[config.mk]
export PLATFORM = sky130hd
export DESIGN_NAME = subseq_frame_tx_flat
export DESIGN_NICKNAME = d
export VERILOG_FILES = /design/src/rtl/subseq_frame_tx_pkg.sv /design/src/rtl/subseq_frame_tx_if.sv /design/src/rtl/subseq_ref_acc.sv /design/src/rtl/subseq_frame_tx.sv /design/src/flat_wrapper.sv
export SDC_FILE = /design/constraint.sdc
export NUM_CORES = 1
export LEC_CHECK = 0
export CAP_MARGIN = 10
export CORE_MARGIN = 2
export CORE_UTILIZATION = 50
export CTS_BUF_LIST = sky130_fd_sc_hd__clkbuf_4 sky130_fd_sc_hd__clkbuf_8
export DETAILED_ROUTE_END_ITERATION = 8
export HOLD_SLACK_MARGIN = 0.1
export PLACE_DENSITY = 0.85
export SYNTH_ARGS = -nofsm -noshare
export SYNTH_HDL_FRONTEND = slang
export SYNTH_SLANG_ARGS = --single-unit
[constraint.sdc]
create_clock -name clk -period 4.6 [get_ports clk]
set_input_delay 0.92 -clock clk [delete_from_list [all_inputs] [get_ports clk]]
set_output_delay 0.92 -clock clk [all_outputs]
set_load 0.05 [all_outputs]
[src/rtl/subseq_frame_tx_pkg.sv]
// Shared definitions for the subsequence-sum frame transmitter and its engine.
//   ENG_FRAME_LEN : samples per frame the engine expects
//   ENG_DW        : signed sample width
//   ENG_SW        : sum/result width
//   tx_state_e    : transmitter FSM states
package subseq_frame_tx_pkg;

  localparam int ENG_FRAME_LEN = 8;
  localparam int ENG_DW        = 8;
  localparam int ENG_SW        = 12;

  typedef enum logic [2:0] {
    IDLE = 3'd0,
    GAP  = 3'd1,
    SEND = 3'd2,
    WAIT = 3'd3,
    DONE = 3'd4
  } tx_state_e;

endpackage

[src/rtl/subseq_frame_tx_if.sv]
// Sample/result link between the frame transmitter and the subsequence-sum engine.
//   s_valid     : sample valid (transmitter -> engine)
//   s_data      : signed sample (transmitter -> engine)
//   s_valid_out : level-held result valid (engine -> transmitter)
//   s_max_sum   : maximum subsequence sum (engine -> transmitter)
interface subseq_frame_tx_if
  import subseq_frame_tx_pkg::*;
#(
  parameter int DW = ENG_DW,
  parameter int SW = ENG_SW
) ();

  logic                 s_valid;
  logic signed [DW-1:0] s_data;
  logic                 s_valid_out;
  logic [SW-1:0]        s_max_sum;

  modport master (output s_valid, output s_data, input s_valid_out, input s_max_sum);
  modport slave  (input s_valid, input s_data, output s_valid_out, output s_max_sum);

endinterface

[src/rtl/subseq_ref_acc.sv]
// Kadane reference accumulator: running partial sum clamped at zero and the
// largest partial sum seen since the last clear.
//   clk, rst : clock, async active-high reset
//   clr      : restart both sums at 0 (wins over en)
//   en       : accumulate din this cycle
//   din      : signed sample
//   max_out  : largest non-negative subsequence sum so far
module subseq_ref_acc
  import subseq_frame_tx_pkg::*;
#(
  parameter int DW = ENG_DW,
  parameter int SW = ENG_SW
) (
  input  logic                 clk,
  input  logic                 rst,
  input  logic                 clr,
  input  logic                 en,
  input  logic signed [DW-1:0] din,
  output logic [SW-1:0]        max_out
);

  logic signed [SW-1:0] par;
  logic signed [SW-1:0] best;
  logic signed [SW-1:0] sum;
  logic signed [SW-1:0] par_next;

  assign sum      = par + {{(SW-DW){din[DW-1]}}, din};
  assign par_next = sum[SW-1] ? '0 : sum;

  always_ff @(posedge clk or posedge rst) begin
    if (rst) begin
      par  <= '0;
      best <= '0;
    end else if (clr) begin
      par  <= '0;
      best <= '0;
    end else if (en) begin
      par <= par_next;
      if (par_next > best) best <= par_next;
    end
  end

  assign max_out = best;

endmodule

[src/rtl/subseq_frame_tx.sv]
// Frame transmitter: buffers FRAME_LEN host samples, streams them to the
// engine as one unbroken valid burst, then waits for the engine's result
// (or a timeout) and hands it back to the host.
// Optional reference checker enabled by defining SUBSEQ_TX_CHECK_EN.
//   clk, rst        : clock, async active-high reset
//   wr_en/addr/data : host buffer write (IDLE only)
//   start           : request to send the buffered frame (IDLE only)
//   busy, done      : frame in progress / one-cycle completion pulse
//   timeout_err     : sticky, cleared by the next accepted start
//   result          : captured engine max sum
//   expected        : checker max sum (0 without checker)
//   mismatch        : checker disagreement (0 without checker)
//   eng             : engine link (master side)
//
// state | meaning
// IDLE  | host may write buffer; waits for start
// GAP   | one cycle of s_valid=0 so the engine drops its old s_valid_out
// SEND  | one sample per cycle, no bubbles
// WAIT  | watch for s_valid_out rising edge or timeout
// DONE  | done pulse, then back to IDLE
module subseq_frame_tx
  import subseq_frame_tx_pkg::*;
#(
  parameter int FRAME_LEN = ENG_FRAME_LEN,
  parameter int DW        = ENG_DW,
  parameter int SW        = ENG_SW,
  parameter int TIMEOUT   = 32
) (
  input  logic                 clk,
  input  logic                 rst,
  input  logic                 wr_en,
  input  logic [2:0]           wr_addr,
  input  logic signed [DW-1:0] wr_data,
  input  logic                 start,
  output logic                 busy,
  output logic                 done,
  output logic                 timeout_err,
  output logic [SW-1:0]        result,
  output logic [SW-1:0]        expected,
  output logic                 mismatch,
  subseq_frame_tx_if.master    eng
);

  localparam logic [2:0] S_IDLE = 3'(IDLE);
  localparam logic [2:0] S_GAP  = 3'(GAP);
  localparam logic [2:0] S_SEND = 3'(SEND);
  localparam logic [2:0] S_WAIT = 3'(WAIT);
  localparam logic [2:0] S_DONE = 3'(DONE);

  localparam int AW = (FRAME_LEN > 1) ? $clog2(FRAME_LEN) : 1;
  localparam int IW = $clog2(FRAME_LEN + 1);
  localparam int CW = (TIMEOUT > 1) ? $clog2(TIMEOUT) : 1;
  localparam logic [IW-1:0] IDX_LAST = IW'(FRAME_LEN);
  localparam logic [CW-1:0] CNT_LAST = CW'(TIMEOUT - 1);

  logic [2:0]           state;
  logic [IW-1:0]        idx;   // number of samples already placed on s_data
  logic [CW-1:0]        cnt;
  logic                 vo_prev;
  logic                 vo_rise;
  logic signed [DW-1:0] frame_buf [FRAME_LEN];

  assign vo_rise = eng.s_valid_out && !vo_prev;

  always_ff @(posedge clk or posedge rst) begin
    if (rst) begin
      state       <= S_IDLE;
      idx         <= '0;
      cnt         <= '0;
      vo_prev     <= 1'b0;
      busy        <= 1'b0;
      done        <= 1'b0;
      timeout_err <= 1'b0;
      result      <= '0;
      eng.s_valid <= 1'b0;
      eng.s_data  <= '0;
      for (int i = 0; i < FRAME_LEN; i++) frame_buf[i] <= '0;
    end else begin
      vo_prev <= eng.s_valid_out;
      done    <= 1'b0;
      case (state)
        S_IDLE: begin
          // A write in the start cycle still lands before the first read in GAP.
          if (wr_en) frame_buf[wr_addr] <= wr_data;
          if (start) begin
            state       <= S_GAP;
            busy        <= 1'b1;
            timeout_err <= 1'b0;
            idx         <= '0;
          end
        end
        // GAP loads sample 0 so it appears in the first SEND cycle.
        S_GAP, S_SEND: begin
          if (idx == IDX_LAST) begin
            state       <= S_WAIT;
            eng.s_valid <= 1'b0;
            cnt         <= '0;
          end else begin
            state       <= S_SEND;
            eng.s_valid <= 1'b1;
            eng.s_data  <= frame_buf[idx[AW-1:0]];
            idx         <= idx + 1'b1;
          end
        end
        S_WAIT: begin
          if (vo_rise) begin
            result <= eng.s_max_sum;
            state  <= S_DONE;
            done   <= 1'b1;
          end else if (cnt == CNT_LAST) begin
            timeout_err <= 1'b1;
            state       <= S_DONE;
            done        <= 1'b1;
          end else begin
            cnt <= cnt + 1'b1;
          end
        end
        S_DONE: begin
          state <= S_IDLE;
          busy  <= 1'b0;
        end
        default: begin
          state       <= S_IDLE;
          busy        <= 1'b0;
          eng.s_valid <= 1'b0;
        end
      endcase
    end
  end

`ifdef SUBSEQ_TX_CHECK_EN
  logic          start_ok;
  logic          acc_en;
  logic [SW-1:0] acc_max;

  assign start_ok = (state == S_IDLE) && start;
  // Accumulate each sample as it is loaded onto s_data, so the full-frame
  // maximum is ready on the same edge that enters WAIT.
  assign acc_en   = ((state == S_GAP) || (state == S_SEND)) && (idx != IDX_LAST);

  subseq_ref_acc #(.DW(DW), .SW(SW)) u_ref_acc (
    .clk     (clk),
    .rst     (rst),
    .clr     (start_ok),
    .en      (acc_en),
    .din     (frame_buf[idx[AW-1:0]]),
    .max_out (acc_max)
  );

  always_ff @(posedge clk or posedge rst) begin
    if (rst) begin
      expected <= '0;
      mismatch <= 1'b0;
    end else begin
      if (start_ok) mismatch <= 1'b0;
      if ((state == S_SEND) && (idx == IDX_LAST)) expected <= acc_max;
      if ((state == S_WAIT) && vo_rise) mismatch <= (eng.s_max_sum != expected);
    end
  end
`else
  assign expected = '0;
  assign mismatch = 1'b0;
`endif

endmodule

[src/flat_wrapper.sv]
// flat-port wrapper written by rule: the top's interface ports become plain ports
module subseq_frame_tx_flat import subseq_frame_tx_pkg::*;
#(
  parameter int FRAME_LEN = ENG_FRAME_LEN,
  parameter int DW        = ENG_DW,
  parameter int SW        = ENG_SW,
  parameter int TIMEOUT   = 32
)
  (clk, rst, wr_en, wr_addr, wr_data, start, busy, done, timeout_err, result, expected, mismatch, eng_s_valid, eng_s_data, eng_s_valid_out, eng_s_max_sum);
  subseq_frame_tx_if #(.DW(DW), .SW(SW)) eng_i ();
  input  logic clk;
  input  logic rst;
  input  logic wr_en;
  input  logic [2:0] wr_addr;
  input  logic signed [DW-1:0] wr_data;
  input  logic start;
  output logic busy;
  output logic done;
  output logic timeout_err;
  output logic [SW-1:0] result;
  output logic [SW-1:0] expected;
  output logic mismatch;
  output wire logic [$bits(eng_i.s_valid)-1:0] eng_s_valid;
  output wire logic [$bits(eng_i.s_data)-1:0] eng_s_data;
  input wire logic [$bits(eng_i.s_valid_out)-1:0] eng_s_valid_out;
  input wire logic [$bits(eng_i.s_max_sum)-1:0] eng_s_max_sum;
  assign eng_s_valid = eng_i.s_valid;
  assign eng_s_data = eng_i.s_data;
  assign eng_i.s_valid_out = eng_s_valid_out;
  assign eng_i.s_max_sum = eng_s_max_sum;
  subseq_frame_tx #(.FRAME_LEN(FRAME_LEN), .DW(DW), .SW(SW), .TIMEOUT(TIMEOUT)) u_core (.clk(clk), .rst(rst), .wr_en(wr_en), .wr_addr(wr_addr), .wr_data(wr_data), .start(start), .busy(busy), .done(done), .timeout_err(timeout_err), .result(result), .expected(expected), .mismatch(mismatch), .eng(eng_i));
endmodule
; ---- Word-level counts from Yosys, hierarchy flattened
; Index checks and enable logic that the tools add are counted.
[totals]
register_bits = 101
latchBits = 0
ram_bits = 0
mem_bits_ro = 0
output_inout_bits = 37
word_cells = 87
n_memories = 0
[classes]
add_sub_neg = 2
multipliers = 0
div_mod_pow = 0
order_cmp = 3
eq_ne = 13
shifts = 0
muxes = 29
n_bitwise = 4
reduce_logical = 18
[ops]
columns = op, n
row1 = bitwise mux 64 bit, 1
row2 = binary-select mux 8 bit (select 3 bit), 1
row3 = demux 8 bit (select 3 bit), 1
row4 = two-way mux 8 bit, 3
row5 = two-way mux 5 bit, 3
row6 = case mux 5 bit (2 select lines), 1
row7 = AND reduction 2 bit, 5
row8 = two-way mux 1 bit, 9
row9 = two-way mux 3 bit, 3
row10 = case mux 3 bit (3 select lines), 1
row11 = "greater-or-equal comparator 4 bit, second input constant", 2
row12 = two-way mux 4 bit, 2
row13 = "inequality test 2 bit, second input constant", 4
row14 = inverter 3 -> 4 bit, 2
row15 = case mux 4 bit (2 select lines), 1
row16 = AND reduction 4 bit, 2
row17 = "equality test 3 x 2 -> 1 bit, second input constant", 2
row18 = case mux 1 bit (2 select lines), 3
row19 = nonzero test 2 bit, 3
row20 = OR reduction 3 bit, 2
row21 = "adder 5 x 1 -> 5 bit, second input constant", 1
row22 = "equality test 5 bit, second input constant", 1
row23 = "adder 4 x 1 -> 4 bit, second input constant", 1
row24 = "equality test 4 bit, second input constant", 1
row25 = other kinds (11), 14

; ---- Depth between registers and ports, before layout
[logic_depth]
depth_word = 6
ltp_mapped = 9
depth_no_buf = 6

; ---- Worst setup path after synthesis
; No wires, ideal clock.
[synth_path]
path_kind = input to register
from = input wr_addr[1]
to = register u_core.frame_buf[40] (netlist bit)
setup_time_ns = 0.125
t_arrival_ns = 1.893
required_ns = 4.475
path_slack_ns = 2.582
cell_stages = 3
path_buffers = 1
path_cell_list = buf_2 -> nor3b_4 -> mux2_2
[synth_via]
elab_chain_cells = 6
elab_cells_between_ends = 7
cone_classes = order compare: 2 / mux: 3 / bitwise: 1 / reduce/logical: 1
[synth_rtl]
columns = element, line
row1 = from (decl), flat_wrapper.sv:14  ; input logic [2:0] wr_addr;
row2 = inverter 3 -> 4 bit (implied by the code) (*), subseq_frame_tx.sv:84  ; if (wr_en) frame_buf[wr_addr] <= wr_data;
row3 = greater-or-equal comparator 4 bit (implied by the code) or less-than comparator 4 x 1 -> 1 bit (tied branches), subseq_frame_tx.sv:84
row4 = logical AND 1 bit (implied by the code), subseq_frame_tx.sv:84
row5 = two-way mux 8 bit (implied by the code), subseq_frame_tx.sv:84
row6 = demux 8 bit (select 3 bit) (*), subseq_frame_tx.sv:84
row7 = bitwise mux 64 bit (*), subseq_frame_tx.sv:84
row8 = "to (signal, indexed assignment)", subseq_frame_tx.sv:84
row9 = to (decl), subseq_frame_tx.sv:61  ; logic signed [DW-1:0] frame_buf [FRAME_LEN];
; Every way passes the cells marked *; elsewhere a longest branch is shown, timed or not.
; A chain may end at the register's enable or synchronous reset.

; ---- Worst setup path after layout
[layout_path]
from = register u_core.idx[0]
to = register u_core.idx[0]
[layout_via]
elab_chain_cells = 3
elab_cells_between_ends = 6
cone_classes = add/sub: 1 / eq/ne: 2 / mux: 2 / reduce/logical: 1
[layout_rtl]
columns = element, line
row1 = from (decl), subseq_frame_tx.sv:57  ; logic [IW-1:0] idx;
row2 = from (signal assigned), subseq_frame_tx.sv:102  ; idx <= idx + 1'b1;
row3 = adder 4 x 1 -> 4 bit or equality test 4 bit (tied branches), "subseq_frame_tx.sv:102, subseq_frame_tx.sv:94"
row4 = two-way mux 4 bit or inequality test 2 bit (tied branches), n/a
row5 = case mux 4 bit (2 select lines) or AND reduction 3 bit (tied branches), n/a
; Several ways; a longest one is shown, not always the timed one. The select of a mux whose other input is x is not followed.

==> metrics.md <==
| Metric | Value |
|---|---|
| Hold Crit Endpoint | `u_core.frame_buf[29]` |
| GRT overflow | `0` |
| CTS tree | `done` |
| DRT Wirelength | `9200 um` |
| Min-Delay Path Class | `flop to flop` |
| Setup repair after global routing missed its margin | `no` |
| Port bufs | `51` |
| WHS | `0.510 ns` |
| Worst IR Drop VDD | `271 uV` |
| Min-delay src | `u_core.frame_buf[29]` |
| Hold Vio Cnt, Final | `0` |
| FF+latch count, synth | `101` |
| WP data required | `4.87 ns` |
| Clk_lat worst skew | `0.37 ns` |
| Final nets | `434` |
| Post-synthesis sequential area ratio | `53.9%` |
| Share of cells above drive strength 1 | `27.5%` |
| XOR/XNOR Fraction of Synth Area | `0.187%` |
| Mean routed wirelength per cell | `17.8 um` |
| Global placement routability congestion | `0.767` |
| Via density | `5.60` |
| Core area | `0.00915 mm2` |
| Leak | `2.52 nW` |
| Horiz. Die Dim | `101 um` |
| Post-CTS setup buffers | `0` |
| Critical Path End Type | `flop` |
| Dpl hpwl | `6070 um` |
| Type of origin of the critical path | `flop` |
| Synth Area in Compound Gates | `5.79%` |
| Slowest Stage Delay on Critical Path | `0.74 ns` |
| Worst Hold Depth | `1` |
| Max Clk Rate | `369 MHz` |
| Clk sinks | `101` |
| CTS Root Cell | `clkbuf_8` |
| Measured slew at the worst slew-check pin | `0.981 ns` |
| Ys Warns | `0` |
| DRC | `0` |
| Critical R2R Capture | `u_core.idx[0]` |
| Initial Util | `51.2%` |
| CTS clk-pin slew, worst paths | `0.10 ns` |
| Clock Skew | `0.0117 ns` |
| Post-synthesis cell count | `352` |
| Initial DRC count | `73` |
| CP Class | `flop to flop` |
| Global-route usage over all layers | `19.3%` |
| Number of diodes | `0` |
| Mux cell area share after synthesis | `25.8%` |
| H-Tree Depth | `3` |
| Post-synthesis cell area | `0.00469 mm2` |
| Pin count of the biggest net entering global routing | `84` |
| Synth-to-Final Area Change | `16.1%` |
| Crit Reg-Reg Startpoint | `u_core.idx[0]` |
| Slowest cell on the critical path | `nor3b_4` |
| Worst R2R Path Depth | `7` |
| Sum Neg Setup Slack | `0 ns` |
| Count of final max-slew check failures | `0` |
| Final design utilization | `59.5%` |
| Post-synthesis average cell area | `13.3 um2` |
| Max-Cap Viols | `0` |
| Cell Pwr Density | `701 mW/mm2` |
| Num rows | `35` |
| Largest area contributor in the netlist | `dfrtp_1` |
| Post-synthesis simple-gate area fraction | `8.70%` |
| Final setup vio count | `0` |
| Number of global-route vias before repair | `2977` |
| First-pass GRT wire length | `15100 um` |
| CTS max path bufs | `2` |
| CP arrival | `2.98 ns` |
| Crit path time final | `2.71 ns` |
| Distinct cells, synth | `40` |
| CTS Buf Count | `9` |
| # IOs | `65` |
| Synth top area share | `53.9%` |
| Hold_buf cts | `0` |
| Post-CTS sizing | `0` |
| R2r setup slk | `1.89 ns` |
| Antenna viol nets, final | `0` |
| Post-Synth Adder-Cell Area | `1.07%` |
| DRT Pass-1 Iters | `4` |
| Initial antenna violation count | `0` |
| Largest cells by area after synthesis | `dfrtp_1 (54%), mux2_2 (19%), mux2i_1 (7.0%), a22oi_1 (2.6%), buf_4 (2.1%)` |
| Largest family of logic cells by synthesized area | `multiplexers` |
| CP Cell Sequence | `buf_4 -> inv_1 -> ha_1 -> nand3b_1 -> nor3b_4 -> a21oi_1 -> mux2_2` |
| Die height | `101 um` |
| Final Cycle Share | `59.0%` |
| Vias post-DR | `2901` |
| Crit Path Max Fanout | `36` |
| Die area | `0.0102 mm2` |
| Status | `finished, final reports clean` |
| Slew headroom | `34.6%` |
where the power goes:
group	switching (mW)	total (mW)	internal, mW
Clock	0.301	0.575	0.274
Combinational	0.972	1.72	0.749
Sequential	0.228	1.52	1.29
Total	1.50	3.81	2.31
cell usage in the layout, fill, tap and decap left out, types with 2 or more instances in the layout:
cell,count
a21oi_1,5
clkdlybuf4s50_1,51
mux2i_1,33
and3_1,2
o21ai_0,12
nor2b_1,3
and2_1,3
dfrtp_1,101
conb_1,13
clkbuf_8,10
nor3_1,2
nor3b_4,3
clkinv_2,2
a22oi_1,16
a22o_1,2
nand3b_1,3
buf_4,2
nand3_1,10
inv_1,12
nor2_1,10
nor3_4,2
ha_1,4
nand2_1,5
o22ai_1,2
mux2_2,78
nand3b_4,3
registers in the layout, summed over array words and instances, names as in the netlist, 3 cells and up:
register,count
u_core.frame_buf,64
u_core.result,12
u_core.eng.s_data,8
u_core.cnt,5
u_core.idx,4
u_core.state,3
Yosys cell counts:
cell type and n:
a22oi_1 16, a21bo_2 1, and3_2 1, o22ai_1 2
buf_4 13, nor3b_4 3, nand3b_1 3, inv_1 13
nand3b_4 3, nor3_4 2, and2_1 3, nor3_2 1
nand3_4 1, and4b_1 1, nor2_1 10, o2bb2ai_1 1
mux2i_1 33, nand2_2 1, nand2_1 5, buf_2 9
o21ai_0 12, nand3_1 10, and3_1 2, or2_2 1
xnor2_1 1, a21oi_1 5, buf_1 1, a32o_1 1
dfrtp_1 101, clkbuf_1 2, ha_1 4, conb_1 1
nor2_2 1, clkbuf_4 1, mux2_2 78, nor3_1 2
nor2b_1 3, a22o_1 2, nand2b_1 1, a21o_1 1
layout make-up:
class,instances,area [um2]
fillers,702,3710
clock buffers,11,145
multi-input cells,224,2000
inverters,13,51.3
flip-flops and latches,101,2530
repair buffers,53,526
well taps,111,139
clock inverters,5,57.6
per-stage QoR:
| stage | cell area, um2 | worst slack (ns) | instances | power [mW] |
|---|---|---|---|---|
| floorplan | 4730 | 1.03 | 364 | 2.79 |
| global placement | 5240 | 1.81 | 502 | 3.17 |
| detailed placement | 5240 | 1.74 | 502 | 3.26 |
| CTS | 5440 | 1.87 | 518 | 3.83 |
| global route | 5440 | 1.66 | 518 | 4.05 |
| finish | 5440 | 1.89 | 518 | 3.81 |
cell families (layout without fill, tap and decap cells):
group | Yosys count | count (layout)
other | 1 | 13
adder cells (fa/ha/maj) | 4 | 4
flip-flops | 101 | 101
AND/OR/NAND/NOR | 54 | 54
multiplexers | 111 | 111
buffers and inverters | 39 | 82
XOR/XNOR | 1 | 1
AO/OA/AOI/OAI | 41 | 41
worst max path at each step:
| stage | from | to | slack (ns) |
|---|---|---|---|
| 2_1_floorplan | rst | u_core.busy | 1.03 |
| 3_3_place_gp | wr_addr[1] | u_core.frame_buf[40] | 1.81 |
| 3_5_place_dp | eng_s_valid_out | u_core.result[0] | 1.74 |
| 4_1_cts | u_core.idx[0] | u_core.idx[0] | 1.87 |
| 5_1_grt | u_core.idx[0] | u_core.idx[0] | 1.66 |
| 6_report | u_core.idx[0] | u_core.idx[0] | 1.89 |
metal layers:
metal	vias up	GRT usage, %	part of all wire [%]
li1	1324	-	-
met1	1488	26.9	45
met2	75	30.5	49
met3	14	3.54	4.2
met4	0	6.95	2.0
met5	-	0	0
critical path, delay by kind of cell (launching register included):
kind | cells | cell delay, ns
and+or+nand+nor | 2 | 0.91
AOI/OAI and AO/OA | 1 | 0.20
DFF | 1 | 0.34
buffers and inverters | 2 | 0.60
muxes | 1 | 0.32
adders and majority gates | 1 | 0.21
No activity file was read; power rests on OpenSTA's default activity.
